<file path="config.mk">
export PLATFORM = sky130hd
export DESIGN_NAME = dbg_uart_loader
export DESIGN_NICKNAME = d
export VERILOG_FILES = /design/src/rtl/dbg_uart_loader.sv
export SDC_FILE = /design/constraint.sdc
export NUM_CORES = 1
export LEC_CHECK = 0
export BUFFER_PORTS_ARGS = -buffer_cell sky130_fd_sc_hd__buf_2
export CAP_MARGIN = 10
export CELL_PAD_IN_SITES_DETAIL_PLACEMENT = 1
export CELL_PAD_IN_SITES_GLOBAL_PLACEMENT = 2
export CORE_UTILIZATION = 36
export DETAILED_ROUTE_END_ITERATION = 8
export PLACE_DENSITY = 0.84
export SLEW_MARGIN = 0
export SYNTH_ARGS = -nofsm -noshare
export SYNTH_HDL_FRONTEND = slang
export SYNTH_SLANG_ARGS = --single-unit
</file>
<file path="constraint.sdc">
create_clock -name clk -period 2.5 [get_ports clk]
set_input_delay 0.5 -clock clk [delete_from_list [all_inputs] [get_ports clk]]
set_output_delay 0.5 -clock clk [all_outputs]
set_load 0.02 [all_outputs]
</file>
<file path="src/rtl/dbg_uart_loader.sv">
// UART-driven debug loader: decodes host byte frames into CPU halt/go control and
// debug-port word writes, answering every accepted or rejected command with one byte.
module dbg_uart_loader #(
    parameter int unsigned TIMEOUT_CYCLES = 100000,
    parameter int unsigned WRITE_CYCLES   = 4,
    parameter logic [7:0]  ACK_BYTE       = 8'h4B,
    parameter logic [7:0]  NAK_BYTE       = 8'h45
) (
    input  logic        clk,
    input  logic        reset,
    input  logic [7:0]  rx_data,
    input  logic        rx_valid,
    output logic [7:0]  tx_data,
    output logic        tx_valid,
    input  logic        tx_ready,
    output logic        cpu_n_reset,
    output logic        dbg_mem_op,
    output logic [3:0]  dbg_wren,
    output logic [31:0] dbg_adr,
    output logic [31:0] dbg_do,
    output logic        dbg_busy
);

    localparam logic [7:0] CmdHalt  = 8'h48;
    localparam logic [7:0] CmdGo    = 8'h47;
    localparam logic [7:0] CmdWrite = 8'h57;

    typedef enum logic [2:0] {StIdle, StAddr, StData, StWrite, StResp} state_e;

    state_e      state_q, state_d;
    logic [1:0]  idx_q, idx_d;
    logic [31:0] addr_q, addr_d;
    logic [31:0] data_q, data_d;
    logic [31:0] wcnt_q, wcnt_d;
    logic [31:0] tcnt_q, tcnt_d;
    logic [7:0]  tx_data_q, tx_data_d;
    logic        cpu_n_reset_q, cpu_n_reset_d;
    logic [31:0] adr_q, adr_d;
    logic [31:0] do_q, do_d;

    always_ff @(posedge clk) begin
        if (reset) begin
            state_q       <= StIdle;
            idx_q         <= 2'd0;
            addr_q        <= 32'd0;
            data_q        <= 32'd0;
            wcnt_q        <= 32'd0;
            tcnt_q        <= 32'd0;
            tx_data_q     <= 8'd0;
            cpu_n_reset_q <= 1'b0;
            adr_q         <= 32'd0;
            do_q          <= 32'd0;
        end else begin
            state_q       <= state_d;
            idx_q         <= idx_d;
            addr_q        <= addr_d;
            data_q        <= data_d;
            wcnt_q        <= wcnt_d;
            tcnt_q        <= tcnt_d;
            tx_data_q     <= tx_data_d;
            cpu_n_reset_q <= cpu_n_reset_d;
            adr_q         <= adr_d;
            do_q          <= do_d;
        end
    end

    always_comb begin
        state_d       = state_q;
        idx_d         = idx_q;
        addr_d        = addr_q;
        data_d        = data_q;
        wcnt_d        = wcnt_q;
        tcnt_d        = tcnt_q;
        tx_data_d     = tx_data_q;
        cpu_n_reset_d = cpu_n_reset_q;
        adr_d         = adr_q;
        do_d          = do_q;

        unique case (state_q)
            StIdle: begin
                if (rx_valid) begin
                    state_d = StResp;
                    case (rx_data)
                        CmdHalt: begin
                            cpu_n_reset_d = 1'b0;
                            tx_data_d     = ACK_BYTE;
                        end
                        CmdGo: begin
                            cpu_n_reset_d = 1'b1;
                            tx_data_d     = ACK_BYTE;
                        end
                        CmdWrite: begin
                            state_d = StAddr;
                            idx_d   = 2'd0;
                            tcnt_d  = 32'd0;
                        end
                        default: tx_data_d = NAK_BYTE;
                    endcase
                end
            end

            StAddr: begin
                if (rx_valid) begin
                    addr_d[{idx_q, 3'b000} +: 8] = rx_data;
                    idx_d  = idx_q + 2'd1;
                    tcnt_d = 32'd0;
                    if (idx_q == 2'd3) begin
                        state_d = StData;
                    end
                end else if (tcnt_q == TIMEOUT_CYCLES - 1) begin
                    state_d = StIdle;
                    tcnt_d  = 32'd0;
                end else begin
                    tcnt_d = tcnt_q + 32'd1;
                end
            end

            StData: begin
                if (rx_valid) begin
                    data_d[{idx_q, 3'b000} +: 8] = rx_data;
                    idx_d  = idx_q + 2'd1;
                    tcnt_d = 32'd0;
                    if (idx_q == 2'd3) begin
                        // Writes are refused while the CPU runs to avoid racing its fetches.
                        if (cpu_n_reset_q) begin
                            state_d   = StResp;
                            tx_data_d = NAK_BYTE;
                        end else begin
                            state_d = StWrite;
                            wcnt_d  = 32'd0;
                            adr_d   = {addr_q[31:2], 2'b00};
                            do_d    = data_d;
                        end
                    end
                end else if (tcnt_q == TIMEOUT_CYCLES - 1) begin
                    state_d = StIdle;
                    tcnt_d  = 32'd0;
                end else begin
                    tcnt_d = tcnt_q + 32'd1;
                end
            end

            StWrite: begin
                if (wcnt_q == WRITE_CYCLES - 1) begin
                    state_d   = StResp;
                    tx_data_d = ACK_BYTE;
                    wcnt_d    = 32'd0;
                end else begin
                    wcnt_d = wcnt_q + 32'd1;
                end
            end

            StResp: begin
                if (tx_ready) begin
                    state_d = StIdle;
                end
            end

            default: state_d = StIdle;
        endcase
    end

    assign dbg_mem_op  = (state_q == StWrite);
    assign dbg_wren    = {4{dbg_mem_op}};
    assign dbg_adr     = adr_q;
    assign dbg_do      = do_q;
    assign tx_valid    = (state_q == StResp);
    assign tx_data     = tx_data_q;
    assign dbg_busy    = (state_q == StWrite) || (state_q == StResp);
    assign cpu_n_reset = cpu_n_reset_q;

endmodule

</file>
==> impl_metrics.tcl, run 1 <==
set metrics [dict create \
    p_leak_nw 3.85 \
    min_to "state_q[2]" \
    cts_resized 0 \
    clk_pin_slew_ns 0.08 \
    switching_share 0.255 \
    n_antenna_cell 0 \
    routed_via_density 5.21 \
    synth_top_family_by_area "simple AND/OR/NAND/NOR gates" \
    ys_seq_area_frac 0.439 \
    min_from "tx_ready" \
    finalInstanceArea_sq_mm 0.0104 \
    p_seq_frac 0.502 \
    yosysMostFrequentCell "dfxtp_1" \
    drt_pass1_iterations 4 \
    cts_sinks 197 \
    syn_avg_cell_area_sq_um 8.49 \
    post-route-drc-count 0 \
    pwr_density_cell_mw_per_mm2 602 \
    clockBufferDepth 2 \
    grt_pass1_wl_microns 39800 \
    die_h_microns 160 \
    syn_area_sq_mm 0.00898 \
    reg2reg_to "wcnt_q[21]" \
    pwr-share-comb 0.028 \
    synth_compound_area_frac 0.140 \
    timing.max_cap.violations 0 \
    start_util 0.368 \
    grt-ovfl-total 0 \
    synth_xor_area_frac 0.0507 \
    r2r_start "idx_q[0]" \
    internal_power_w 0.00467 \
    whs_ns 0.377 \
    p_switching_w 0.00160 \
    grt_max_degree 115 \
    drt-wirelength-per-cell_microns 16.3 \
    synthTopCellsByArea "dfxtp_1 44%, mux2i_1 6.4%, nor2_1 6.3%" \
    fill_cells 2914 \
    syn_to_final_growth_pct 15.9 \
    place_inst 1422 \
    hold_depth 3 \
    rrSetupSlack_ns 0.20 \
    synth_top_area_cell "dfxtp_1" \
    pwr-share-clk 0.471 \
    relSlewSlack 0.457 \
    core_region_area_sq_mm 0.0244 \
    placementRows 57 \
    synth_cell_types 62 \
    drt_iter0_drc 379 \
    synth_edf_count 0 \
    maxSlewViolCount 0 \
    async_flop_share 0 \
    synth_common_cells "197 x dfxtp_1, 151 x nor2_1, 131 x nand2_1, 74 x a21oi_1, 57 x mux2i_1" \
    tritoncts "done" \
    h-tree-depth 4 \
    worst_setup_path_start_kind "flop" \
    skew_ns 0.0107 \
    setup.worst_path.end_class "flop" \
    insertion_delay_ns 0.44 \
    root_buffer "clkbuf_16" \
    cts_buffers 17 \
    synthMuxAreaShare 0.0635 \
    fp.dieArea_sq_mm 0.0256 \
    grtUsageTotal 0.190 \
    period_share 0.920 \
    setup_tns_ns 0 \
    synthSimpleGateAreaFrac 0.240 \
    grt_pass1_vias 7526 \
    peakVddDrop_uv 376 \
    finalSetupViolCount 0 \
    crit_fanout 7 \
    synth_top_area_frac 0.439 \
    ys_warn_count 0 \
    arrival_ns 2.67 \
    num_vias 7576 \
    cts_setup_buffers 0 \
    dpl.hpwl_microns 16200 \
    worst_pin_slew_ns 0.812 \
    min_path_type "primary input to flop" \
    hold_viol 0 \
    instances_no_fill 1454 \
    fin_nets 1137 \
    yosys.area_share.adder 0.0111 \
    gp_congestion 0.763 \
    drive_above_1_share 0.156 \
    placed_area_sq_mm 0.00976 \
    synth_ff_type "dfxtp_1" \
    period_needed_ns 2.30 \
    rsz0062_at_grt "no" \
    ant_nets 0 \
    ys_seq_elements 197 \
    postCtsHoldBufs 0 \
    reg2reg_depth 6 \
    status "finished, final reports clean" \
    io_buffers 86 \
    antenna_found_initial 1 \
    io_pins 92 \
    final_util 0.427 \
    timing.fmax_mhz 435 \
    synthCells 1057 \
    wl_microns 23600 \
    die_w_microns 160 \
    required_ns 2.87 \
    crit_type "flop to flop" \
]
cells by family (layout without fill, tap and decap cells):
kind of cell,Yosys count,count (layout)
buffers and inverters,107,176
other,1,5
adders and majority gates,8,8
AOI/OAI and AO/OA,178,178
and+or+nand+nor,457,457
muxes,57,57
DFF,197,197
xor gates and xnor gates,52,52
layout by cell type (no fill, tap or decap), types with 5 or more instances in the layout:
cell,instances
a2111oi_2,15
a211oi_1,39
a21oi_1,74
a311oi_1,8
and2_1,11
and3_1,5
and4_1,11
buf_12,7
buf_2,85
buf_4,24
clkbuf_16,17
clkinv_8,5
conb_1,5
dfxtp_1,197
ha_1,8
inv_1,28
mux2i_1,57
nand2_1,131
nand2b_1,9
nand3_1,52
nand4_1,25
nor2_1,151
nor2b_1,5
nor3_1,12
nor4_1,16
o21ai_0,11
or3_1,7
or4_1,6
xnor2_1,48
worst max path at each step:
stage          cells past startpoint          to  slack, ns        from
3_5_place_dp                       6  wcnt_q[21]       0.22    idx_q[0]
2_1_floorplan                      7  wcnt_q[29]       0.40  state_q[0]
6_report                           6  wcnt_q[21]       0.20    idx_q[0]
4_1_cts                            6  wcnt_q[21]       0.20    idx_q[0]
5_1_grt                            6  dbg_do[29]       0.01    idx_q[0]
3_3_place_gp                       7  tcnt_q[21]       0.25  rx_data[3]
power groups by stage:
| stage | sequential (W) | clock (W) | combinational, W |
|---|---|---|---|
| after floorplan | 0.00322 | 0 | 0.000117 |
| after CTS | 0.00314 | 0.00302 | 0.000177 |
| after global placement | 0.00322 | 0 | 0.000176 |
| final | 0.00314 | 0.00295 | 0.000175 |
| after detailed placement | 0.00322 | 0 | 0.000176 |
| after global routing | 0.00315 | 0.00317 | 0.000189 |
metrics by stage:
| stage | worst slack, ns | total power, W |
|---|---|---|
| final | 0.199 | 0.00627 |
| after global routing | 0.0140 | 0.00651 |
| after CTS | 0.196 | 0.00635 |
| after detailed placement | 0.216 | 0.00340 |
| after global placement | 0.253 | 0.00339 |
| after floorplan | 0.398 | 0.00334 |
flip-flops by register name, summed over array words and instances, names as in the netlist:
name	flops
data_q	32
dbg_do	32
tcnt_q	32
wcnt_q	32
addr_q	30
dbg_adr	30
state_q	3
tx_data	3
idx_q	2
cpu_n_reset	1
per-layer routing:
metal  part of all wire  track usage  up-vias
li1                   -            -     3800
met1               0.50        0.259     3657
met2               0.46        0.313      102
met3              0.028       0.0299       17
met4              0.010       0.0472        0
met5                  0            0        -
area by class of cell:
| type | count | area, sq um | area share |
|---|---|---|---|
| multi-input combinational | 757 | 4560 | 0.438 |
| sequential | 197 | 3940 | 0.379 |
| timing repair buffer | 116 | 746 | 0.0716 |
| clock buffer | 17 | 425 | 0.0409 |
| tap | 324 | 405 | 0.0389 |
| clock inverter | 15 | 221 | 0.0213 |
| inverter | 28 | 105 | 0.0101 |
worst max-delay path, stage by stage (launching register included):
cell and delay [ns]:
dfxtp_1 0.47, ha_1 0.31, and3b_1 0.24, o21ai_1 0.10
or4_1 0.57, or4_1 0.41, a21oi_1 0.15
(Power assumes the default switching activity.)
==> inputs of run 2 (changes only) <==
- CELL_PAD_IN_SITES_DETAIL_PLACEMENT: 1 -> 2
- GPL_TIMING_DRIVEN: unset -> 0
==> impl_metrics.tcl, run 2 (synthesis results as in run 1) <==
set metrics [dict create \
    p_switching_w 0.00166 \
    internal_power_w 0.00456 \
    relSlewSlack 0.392 \
    crit_type "flop to primary output" \
    io_pins 92 \
    wl_microns 30500 \
    cts_resized 13 \
    hold_depth 3 \
    skew_ns 0.0166 \
    finalSetupViolCount 0 \
    grt-ovfl-total 0 \
    cts_sinks 197 \
    root_buffer "clkbuf_16" \
    setup.worst_path.end_class "primary output" \
    startpoint "state_q[0]" \
    rrSetupSlack_ns 0.13 \
    start_util 0.368 \
    core_region_area_sq_mm 0.0244 \
    cts_setup_buffers 0 \
    worst_setup_path_start_kind "flop" \
    grt_pass1_wl_microns 49100 \
    r2r_start "tcnt_q[7]" \
    required_ns 2.00 \
    placed_area_sq_mm 0.00982 \
    peakVddDrop_uv 448 \
    switching_share 0.267 \
    p_leak_nw 3.85 \
    drt_iter0_drc 322 \
    io_buffers 84 \
    final_common_cell "dfxtp_1" \
    final_util 0.430 \
    pwr-share-comb 0.033 \
    worst_pin_slew_ns 0.911 \
    timing.fmax_mhz 421 \
    rsz0062_at_grt "no" \
    ant_nets 0 \
    postCtsHoldBufs 0 \
    fin_nets 1181 \
    timing.max_cap.violations 0 \
    final_cell_mix "196 x dfxtp_1, 143 x nor2_1, 129 x nand2_1" \
    die_h_microns 160 \
    min_from "tx_ready" \
    fp.dieArea_sq_mm 0.0256 \
    pwr_density_cell_mw_per_mm2 593 \
    reg2reg_to "tcnt_q[20]" \
    insertion_delay_ns 0.47 \
    grt_pass1_vias 8900 \
    finalInstanceArea_sq_mm 0.0105 \
    drt-wirelength-per-cell_microns 20.4 \
    placementRows 57 \
    reg2reg_depth 6 \
    maxSlewViolCount 0 \
    hold_viol 0 \
    cts_buffers 17 \
    status "finished, final reports clean" \
    crit_fanout 10 \
    drive_above_1_share 0.163 \
    tritoncts "done" \
    pwr-share-clk 0.462 \
    drt_pass1_iterations 4 \
    clockBufferDepth 2 \
    gp_congestion 0.806 \
    antenna_found_initial 1 \
    routed_via_density 5.48 \
    min_to "state_q[2]" \
    p_seq_frac 0.505 \
    post-route-drc-count 0 \
    period_needed_ns 2.38 \
    grtUsageTotal 0.244 \
    period_share 0.951 \
    die_w_microns 160 \
    dpl.hpwl_microns 21300 \
    arrival_ns 1.88 \
    min_path_type "primary input to flop" \
    syn_to_final_growth_pct 16.8 \
    num_vias 8222 \
    grt_max_degree 22 \
    h-tree-depth 4 \
    clk_pin_slew_ns 0.08 \
]
==> run 2: final cells by class <==
type	instances	area [sq um]
diodes	1	2.50
plain buffers	76	388
clock buffers	18	429
clock inverters	14	183
fillers	2792	13900
inverters	28	105
multi-input cells	757	4610
flip-flops and latches	197	3950
well taps	324	405
repair buffers	84	420
==> run 2: per-stage QoR <==
stage | setup WS, ns | setup TNS [ns] | hold slack, ns | instances | total power (W)
floorplan | 0.398 | 0 | 0.432 | 1061 | 0.00334
global placement | -0.248 | -4.83 | 0.442 | 1469 | 0.00341
detailed placement | -0.373 | -9.73 | 0.451 | 1469 | 0.00342
CTS | -0.00440 | -0.00556 | 0.359 | 1501 | 0.00627
global route | 0.00568 | 0 | 0.373 | 1498 | 0.00639
finish | 0.123 | 0 | 0.365 | 1499 | 0.00622
==> run 2: metal layers <==
| metal | GRT usage | vias up | wire, microns |
|---|---|---|---|
| met5 | 0 | - | 0 |
| met4 | 0.0957 | 0 | 778 |
| met3 | 0.0400 | 53 | 953 |
| met2 | 0.433 | 144 | 15600 |
| met1 | 0.294 | 4136 | 13200 |
| li1 | - | 3889 | - |
==> run 2: worst max-delay path by stage <==
stage | endpoint | slack, ns | cells after the start
2_1_floorplan | wcnt_q[29] | 0.40 | 7
3_3_place_gp | dbg_adr[30] | -0.25 | 8
3_5_place_dp | dbg_adr[30] | -0.37 | 8
4_1_cts | dbg_do[26] | -0.004 | 7
5_1_grt | wcnt_q[29] | 0.006 | 7
6_report | dbg_wren[2] | 0.12 | 5
==> run 2: power by group through the flow <==
stage / Combinational, W / Sequential (W) / Clock, W
after CTS: 0.000205 / 0.00314 / 0.00292
final: 0.000204 / 0.00314 / 0.00287
after global placement: 0.000194 / 0.00322 / 0
after global routing: 0.000219 / 0.00314 / 0.00303
after detailed placement: 0.000200 / 0.00322 / 0
after floorplan: 0.000117 / 0.00322 / 0
==> run 2: worst max-delay path, cell delays in order, from the launching register on <==
cell     delay (ns)
dfxtp_1        0.47
buf_2          0.28
inv_1          0.14
nor2_4         0.23
buf_4          0.14
buf_2          0.15
